===== config.mk =====
export PLATFORM = sky130hd
export DESIGN_NAME = mem_port_arbiter
export DESIGN_NICKNAME = d
export VERILOG_FILES = /design/src/rtl/mem_port_arbiter.sv
export SDC_FILE = /design/constraint.sdc
export NUM_CORES = 1
export LEC_CHECK = 0
export ABC_AREA = 1
export CELL_PAD_IN_SITES_DETAIL_PLACEMENT = 0
export CELL_PAD_IN_SITES_GLOBAL_PLACEMENT = 1
export CORE_ASPECT_RATIO = 1.4
export CORE_MARGIN = 1.5
export CORE_UTILIZATION = 32
export CTS_BUF_LIST = sky130_fd_sc_hd__clkbuf_8
export DETAILED_ROUTE_END_ITERATION = 7
export GPL_TIMING_DRIVEN = 0
export HOLD_SLACK_MARGIN = 0.15
export PLACE_DENSITY = 0.88
export SYNTH_ARGS = -nofsm -noshare
export SYNTH_HDL_FRONTEND = slang
export SYNTH_SLANG_ARGS = --single-unit
export TNS_END_PERCENT = 30

===== constraint.sdc =====
create_clock -name clk -period 1.8 [get_ports clk]
set_input_delay 0.18 -clock clk [delete_from_list [all_inputs] [get_ports clk]]
set_output_delay 0.18 -clock clk [all_outputs]
set_load 0.02 [all_outputs]

===== src/rtl/mem_port_arbiter.sv =====
// Round-robin CPU/host arbiter driving one single-port synchronous RAM through IDLE/ACCESS/WAIT/DONE.
// Define ARB_WRPROT_EN to block CPU writes into the program area (top two address bits 00).
module mem_port_arbiter #(
  parameter int ADDR_W = 8,
  parameter int DATA_W = 8
) (
  input  logic              clk,
  input  logic              reset,
  input  logic [1:0]        cpu_state,
  input  logic              cpu_req,
  input  logic              cpu_we,
  input  logic [ADDR_W-1:0] cpu_addr,
  input  logic [DATA_W-1:0] cpu_wdata,
  output logic              cpu_ack,
  output logic [DATA_W-1:0] cpu_rdata,
  input  logic              host_req,
  input  logic              host_we,
  input  logic [ADDR_W-1:0] host_addr,
  input  logic [DATA_W-1:0] host_wdata,
  output logic              host_ack,
  output logic [DATA_W-1:0] host_rdata,
  output logic [ADDR_W-1:0] mem_addr,
  output logic [DATA_W-1:0] mem_wdata,
  output logic              mem_read,
  output logic              mem_write,
  input  logic [DATA_W-1:0] mem_rdata,
  output logic              busy,
  output logic              grant_host,
  output logic              wp_fault
);

  typedef enum logic [1:0] {
    S_IDLE   = 2'b00,
    S_ACCESS = 2'b01,
    S_WAIT   = 2'b10,
    S_DONE   = 2'b11
  } state_e;

  state_e              state_q, state_d;
  logic                grant_host_q, grant_host_d;
  logic                we_q, we_d;
  logic [ADDR_W-1:0]   mem_addr_q, mem_addr_d;
  logic [DATA_W-1:0]   mem_wdata_q, mem_wdata_d;
  logic                mem_read_q, mem_read_d;
  logic                mem_write_q, mem_write_d;
  logic                cpu_ack_q, cpu_ack_d;
  logic                host_ack_q, host_ack_d;
  logic [DATA_W-1:0]   cpu_rdata_q, cpu_rdata_d;
  logic [DATA_W-1:0]   host_rdata_q, host_rdata_d;
  logic                busy_q, busy_d;
  logic                wp_fault_q, wp_fault_d;

  logic                cpu_elig;
  logic                pick_host;
  logic                sel_we;
  logic                sel_prot;
  logic [ADDR_W-1:0]   sel_addr;
  logic [DATA_W-1:0]   sel_wdata;

  // Arbitration: on a tie the requester that did not win last time is chosen.
  always_comb begin
    cpu_elig  = cpu_req & (cpu_state == 2'b11);
    pick_host = host_req & (~cpu_elig | ~grant_host_q);
    sel_we    = pick_host ? host_we    : cpu_we;
    sel_addr  = pick_host ? host_addr  : cpu_addr;
    sel_wdata = pick_host ? host_wdata : cpu_wdata;
`ifdef ARB_WRPROT_EN
    sel_prot  = ~pick_host & cpu_we & (cpu_addr[ADDR_W-1 -: 2] == 2'b00);
`else
    sel_prot  = 1'b0;
`endif
  end

  // Next-state and next-output computation for the access sequencer.
  always_comb begin
    state_d      = state_q;
    grant_host_d = grant_host_q;
    we_d         = we_q;
    cpu_rdata_d  = cpu_rdata_q;
    host_rdata_d = host_rdata_q;
    wp_fault_d   = wp_fault_q;
    busy_d       = busy_q;
    mem_addr_d   = {ADDR_W{1'b0}};
    mem_wdata_d  = {DATA_W{1'b0}};
    mem_read_d   = 1'b0;
    mem_write_d  = 1'b0;
    cpu_ack_d    = 1'b0;
    host_ack_d   = 1'b0;
    case (state_q)
      S_IDLE: begin
        if (cpu_elig | host_req) begin
          state_d      = S_ACCESS;
          busy_d       = 1'b1;
          grant_host_d = pick_host;
          we_d         = sel_we;
          // The strobe registers double as the latched request for the ACCESS cycle.
          mem_addr_d   = sel_addr;
          mem_wdata_d  = sel_wdata;
          mem_read_d   = ~sel_we;
          mem_write_d  = sel_we & ~sel_prot;
          wp_fault_d   = wp_fault_q | sel_prot;
        end else begin
          state_d = S_IDLE;
          busy_d  = 1'b0;
        end
      end
      S_ACCESS: begin
        state_d = S_WAIT;
        busy_d  = 1'b1;
      end
      S_WAIT: begin
        state_d    = S_DONE;
        busy_d     = 1'b1;
        cpu_ack_d  = ~grant_host_q;
        host_ack_d = grant_host_q;
        if (!we_q && grant_host_q) begin
          host_rdata_d = mem_rdata;
        end else if (!we_q) begin
          cpu_rdata_d = mem_rdata;
        end else begin
          host_rdata_d = host_rdata_q;
        end
      end
      S_DONE: begin
        state_d = S_IDLE;
        busy_d  = 1'b0;
      end
      default: begin
        state_d = S_IDLE;
        busy_d  = 1'b0;
      end
    endcase
  end

  // State and registered outputs; reset aborts any access at once.
  always_ff @(posedge clk or negedge reset) begin
    if (!reset) begin
      state_q      <= S_IDLE;
      grant_host_q <= 1'b1;
      we_q         <= 1'b0;
      mem_addr_q   <= {ADDR_W{1'b0}};
      mem_wdata_q  <= {DATA_W{1'b0}};
      mem_read_q   <= 1'b0;
      mem_write_q  <= 1'b0;
      cpu_ack_q    <= 1'b0;
      host_ack_q   <= 1'b0;
      cpu_rdata_q  <= {DATA_W{1'b0}};
      host_rdata_q <= {DATA_W{1'b0}};
      busy_q       <= 1'b0;
      wp_fault_q   <= 1'b0;
    end else begin
      state_q      <= state_d;
      grant_host_q <= grant_host_d;
      we_q         <= we_d;
      mem_addr_q   <= mem_addr_d;
      mem_wdata_q  <= mem_wdata_d;
      mem_read_q   <= mem_read_d;
      mem_write_q  <= mem_write_d;
      cpu_ack_q    <= cpu_ack_d;
      host_ack_q   <= host_ack_d;
      cpu_rdata_q  <= cpu_rdata_d;
      host_rdata_q <= host_rdata_d;
      busy_q       <= busy_d;
      wp_fault_q   <= wp_fault_d;
    end
  end

  assign mem_addr   = mem_addr_q;
  assign mem_wdata  = mem_wdata_q;
  assign mem_read   = mem_read_q;
  assign mem_write  = mem_write_q;
  assign cpu_ack    = cpu_ack_q;
  assign host_ack   = host_ack_q;
  assign cpu_rdata  = cpu_rdata_q;
  assign host_rdata = host_rdata_q;
  assign busy       = busy_q;
  assign grant_host = grant_host_q;
  assign wp_fault   = wp_fault_q;

endmodule


Word level (Yosys, flattened, before mapping)
Cells that the tools add are included.
{"block": "word_totals", "input_bits": 48, "reg_bits": 41, "elab_cells": 49, "output_inout_bits": 39}
{"block": "op_classes", "reduce_logical": 7, "bitwise": 9, "eq_ne": 4, "muxes": 17}
{"operator": "8-bit 2-to-1 mux", "count": 6}
{"operator": "1-bit 2-to-1 mux", "count": 9}
{"operator": "2-bit one-hot mux with 4 select lines", "count": 1}
{"operator": "2-bit == test, second input constant", "count": 3}
{"operator": "1-bit NOT", "count": 5}
{"operator": "2-bit AND reduction", "count": 2}
{"operator": "1-bit one-hot mux with 3 select lines", "count": 1}
{"operator": "3-bit AND reduction", "count": 1}
{"operator": "1-bit bitwise AND", "count": 2}
{"operator": "2-bit by 1-bit == test with 1-bit output, second input constant", "count": 1}
{"operator": "2-bit zero test", "count": 1}
{"operator": "1-bit OR", "count": 2}
{"operator": "2-bit OR reduction", "count": 1}
{"operator": "1-bit logical AND", "count": 1}
{"operator": "1-bit zero test", "count": 1}

Depth between registers and ports, before layout
Gate-level depths: netlist (run 1).
{"block": "logic_depth", "word_depth": 9, "mapped_depth": 8, "mapped_depth_nobuf": 7}

Worst setup path before layout (run 1)
OpenSTA, ideal clock, no wires.
{"block": "synth_path", "kind": "register -> register", "start": "register grant_host_q (netlist: grant_host)", "end": "register mem_addr_q[0] (netlist: mem_addr[0])", "stages_incl_launch_ff": 7, "t_arrival_ns": 1.203, "path_buffers": 1, "setup_slack_ns": 0.481, "required_time_ns": 1.683, "cell_sequence": "dfstp_2 nand4_4 nand2_1 inv_2 buf_6 nor2_1 nor2_1"}
{"block": "synth_via", "elab_chain_len": 6}
{"item": "from (decl)", "line": "40", "source": "logic grant_host_q, grant_host_d;"}
{"item": "from (signal assigned)", "line": "153", "source": "grant_host_q <= grant_host_d;"}
{"item": "1-bit NOT", "line": "63", "source": "pick_host = host_req & (~cpu_elig | ~grant_host_q);"}
{"item": "1-bit OR", "line": "63"}
{"item": "1-bit bitwise AND", "line": "63"}
{"item": "8-bit 2-to-1 mux", "line": "65", "source": "sel_addr = pick_host ? host_addr : cpu_addr;"}
{"item": "8-bit 2-to-1 mux", "line": "91", "source": "if (cpu_elig | host_req) begin"}
{"item": "8-bit 2-to-1 mux", "line": "89", "source": "case (state_q)"}
{"item": "via mem_addr_d[0]", "line": "42", "source": "logic [ADDR_W-1:0] mem_addr_q, mem_addr_d;"}
{"item": "to (signal assigned)", "line": "141", "source": "mem_addr_q <= {ADDR_W{1'b0}};"}
{"item": "to (signal assigned)", "line": "155", "source": "mem_addr_q <= mem_addr_d;"}
{"item": "to (decl)", "line": "42"}
The timed path passes the listed nets, and every way through them passes these cells.
A chain may end at the register's enable or synchronous reset.

Worst setup path in the final report (run 1)
{"block": "layout_path", "start": "register grant_host_q (netlist: grant_host)", "end": "output grant_host"}
{"item": "to (decl)", "line": "28", "source": "output logic grant_host,"}
No word-level cell between the ends.

==> impl_metrics.toml, run 1 <==
[outcome]
status = "complete, no violations"

[place]
portBuffers = 84
dp_hpwl_mm = 3.240
place.gp.congestion = 0.7356
placed_cells = 337

[critical_path]
worstPathBufferInverterCount = 1
cp.arrival_ns = 1.51
required_ns = 1.62
cp.depth = 1
crit_path_end_kind = "output pin"
cp_top_family = "buffers and inverters"
critPathSlowestCell = "clkdlybuf4s50_1"
path_cells = "clkdlybuf4s50_1"
max_stage_delay_ns = 0.62
path_class = "flip-flop to output pin"
cp-start-kind = "flip-flop"
reg2regPathDepth = 7
cp_max_fo = 5

[clock_network]
cts-root-buf = "clkbuf_8"
cts_buffers = 5
postCtsResizedCells = 0
cts_tree = "yes"
htree_levels = 2
cts_buffer_depth = 2
cts.sinks = 41
clock_latency_ns = 0.28
clk_pin_slew_worst_paths_ns = 0.07

[route]
wl_mm = 4.052
postRouteAntennaNets = 0
vias_per_cell = 4.156
avgRoutedWirePerCell_um = 11.71
num_vias = 1438
drc = 0
dr.pass1.iters = 4
drt-initial-drc-count = 56

[yosys]
yosys.area_share.adder_pct = 1.425
synth_compound_area_share_pct = 6.339
syn_area_mm2 = 0.001757
synth.distinct_cells = 20
yosysWarnings = 0
synthXorXnorAreaFrac_pct = 0
synth_fp_nets = 237
synth-simple-area-share_pct = 25.36
seq_area_frac_synth_pct = 58.48
syn_area_per_cell_um2 = 9.394
synth_top_family_by_area = "simple AND/OR/NAND/NOR gates"
synth_mux_area_share_pct = 0
ys_ff_latch = 41
netlist_instances = 187

[floorplanning]
pin_count = 87
start_util_pct = 33.55
fp.dieH_um = 90.67
dieArea_mm2 = 0.005949
row_count = 31
die-width_um = 65.62
core_mm2 = 0.005236

[sta]
setup_viol = 0
fin_hold_ws_ns = 0.2428
fin_crit_ns = 1.689
skew_ns = 0.003505
tightest_slew_ns = 0.8688
max_freq_ghz = 0.5919
finalHoldViolCount = 0
period_share_pct = 93.85
rsz0062_at_grt = "no"
report.final.slew_viol_count = 0
slew_headroom_pct = 42.08

[cells_and_area]
diodes = 0
drive_above_1_share_pct = 8.214
multiInputGateArea_um2 = 585.6
seqCellArea_mm2 = 0.001027
layout.cells.non_filler = 346
fin_util_pct = 53.84
nets = 329
syn2layout_area_growth_pct = 60.47
n_fill_cell = 507

[power_and_ir_drop]
p_leak_nw = 1.318
ir_worst_vdd_mv = 0.3756
powerDensity_mw_per_mm2 = 1441

[min_path]
hold_class = "input port to flip-flop"
min_path_cells = 4

[global_route]
grt_usage_pct = 14.64
grt_pass1_vias = 1433
grt_pass1_wl_mm = 6.686
grt_max_degree = 42
overflow = 0
antenna_found_initial = 0

[flow_run]
maxCapViolations = 0
==> registers in the layout, summed over array words and instances (netlist names) <==
signal,flops
busy,1
cpu_ack,1
cpu_rdata,8
grant_host,1
host_ack,1
host_rdata,8
mem_addr,8
mem_read,1
mem_wdata,8
mem_write,1
state_q,2
we_q,1
==> timing repair <==
action	CTS	global route
hold buffers	1	0
hold endpoints to repair	40	0
buffers inserted	0	0
==> logic make-up after synthesis <==
group,count (synthesis)
simple gates,95
buf+inv,28
compound gates,20
flops,41
other cells,1
fa+ha+maj,2
==> area by class of cell <==
cell class / count / area share, %
repair buffers: 85 / 30.00
clock inverters: 3 / 2.308
inverters: 20 / 2.663
flip-flops and latches: 41 / 36.44
plain buffers: 8 / 2.441
multi-input cells: 118 / 20.77
well taps: 66 / 2.929
clock buffers: 5 / 2.441
==> metrics by stage <==
step                      area (µm²)  power (W)  worst slack [ns]  TNS [ns]
after global routing            2819   0.004356           0.05110         0
final                           2819   0.004061            0.1106         0
after global placement          2680   0.003234           -0.3703    -14.74
after CTS                       2819   0.004126           0.08859         0
after detailed placement        2675   0.003263            0.2234         0
after floorplan                 1757   0.002377            0.4808         0
==> where the power goes <==
part | switching (W) | total [W] | internal [W]
registers | 0.000158 | 0.00143 | 0.00127
logic | 0.000937 | 0.00179 | 0.000849
clock network | 0.000295 | 0.000845 | 0.000550
==> Yosys cell counts (all sizes together) <==
master | count | share of area [%]
dfrtp | 40 | 57
nor2 | 33 | 7.2
nand3b | 16 | 6.8
buf | 7 | 3.7
o21ai | 18 | 5.1
ha | 2 | 1.4
dfstp | 1 | 1.5
nand4 | 1 | 1.2
clkbuf | 1 | 0.21
nand2 | 42 | 9.0
conb | 1 | 0.21
inv | 20 | 4.3
a21oi | 2 | 1.2
nand3 | 3 | 1.1
==> layer usage <==
metal	share of wire, %	track usage [%]
met4	1.5	5.729
met2	54	25.76
met5	0	0
met1	40	16.75
met3	4.4	3.242
==> cell usage in the layout (no fill, tap or decap), drive strengths merged, types with 2 or more instances in the layout <==
cell and instances:
nand2 42, o21ai 18, ha 2, clkdlybuf4s50 83, a21oi 2, nand3b 16, nand3 3, dfrtp 40
inv 20, bufinv 2, clkbuf 6, nor2 33, buf 8
==> final timing paths <==
kind	start	endpoint	slack, ns
worst min-delay path	host_req	mem_wdata[2]	0.24
worst min register to register	cpu_rdata[3]	cpu_rdata[3]	0.49
worst max-delay path	grant_host	grant_host	0.11
min in group asynchronous	reset	mem_wdata[7]	0.55
worst max register to register	state_q[0]	cpu_rdata[5]	0.39
max in group asynchronous	reset	host_rdata[6]	0.70
Power figures use the tool's default switching activity.
==> inputs of run 2 (changes only) <==
TNS_END_PERCENT = unset   (was 30)
==> results of run 2 <==
Final layout, timing and power as in run 1 (identical DEF).
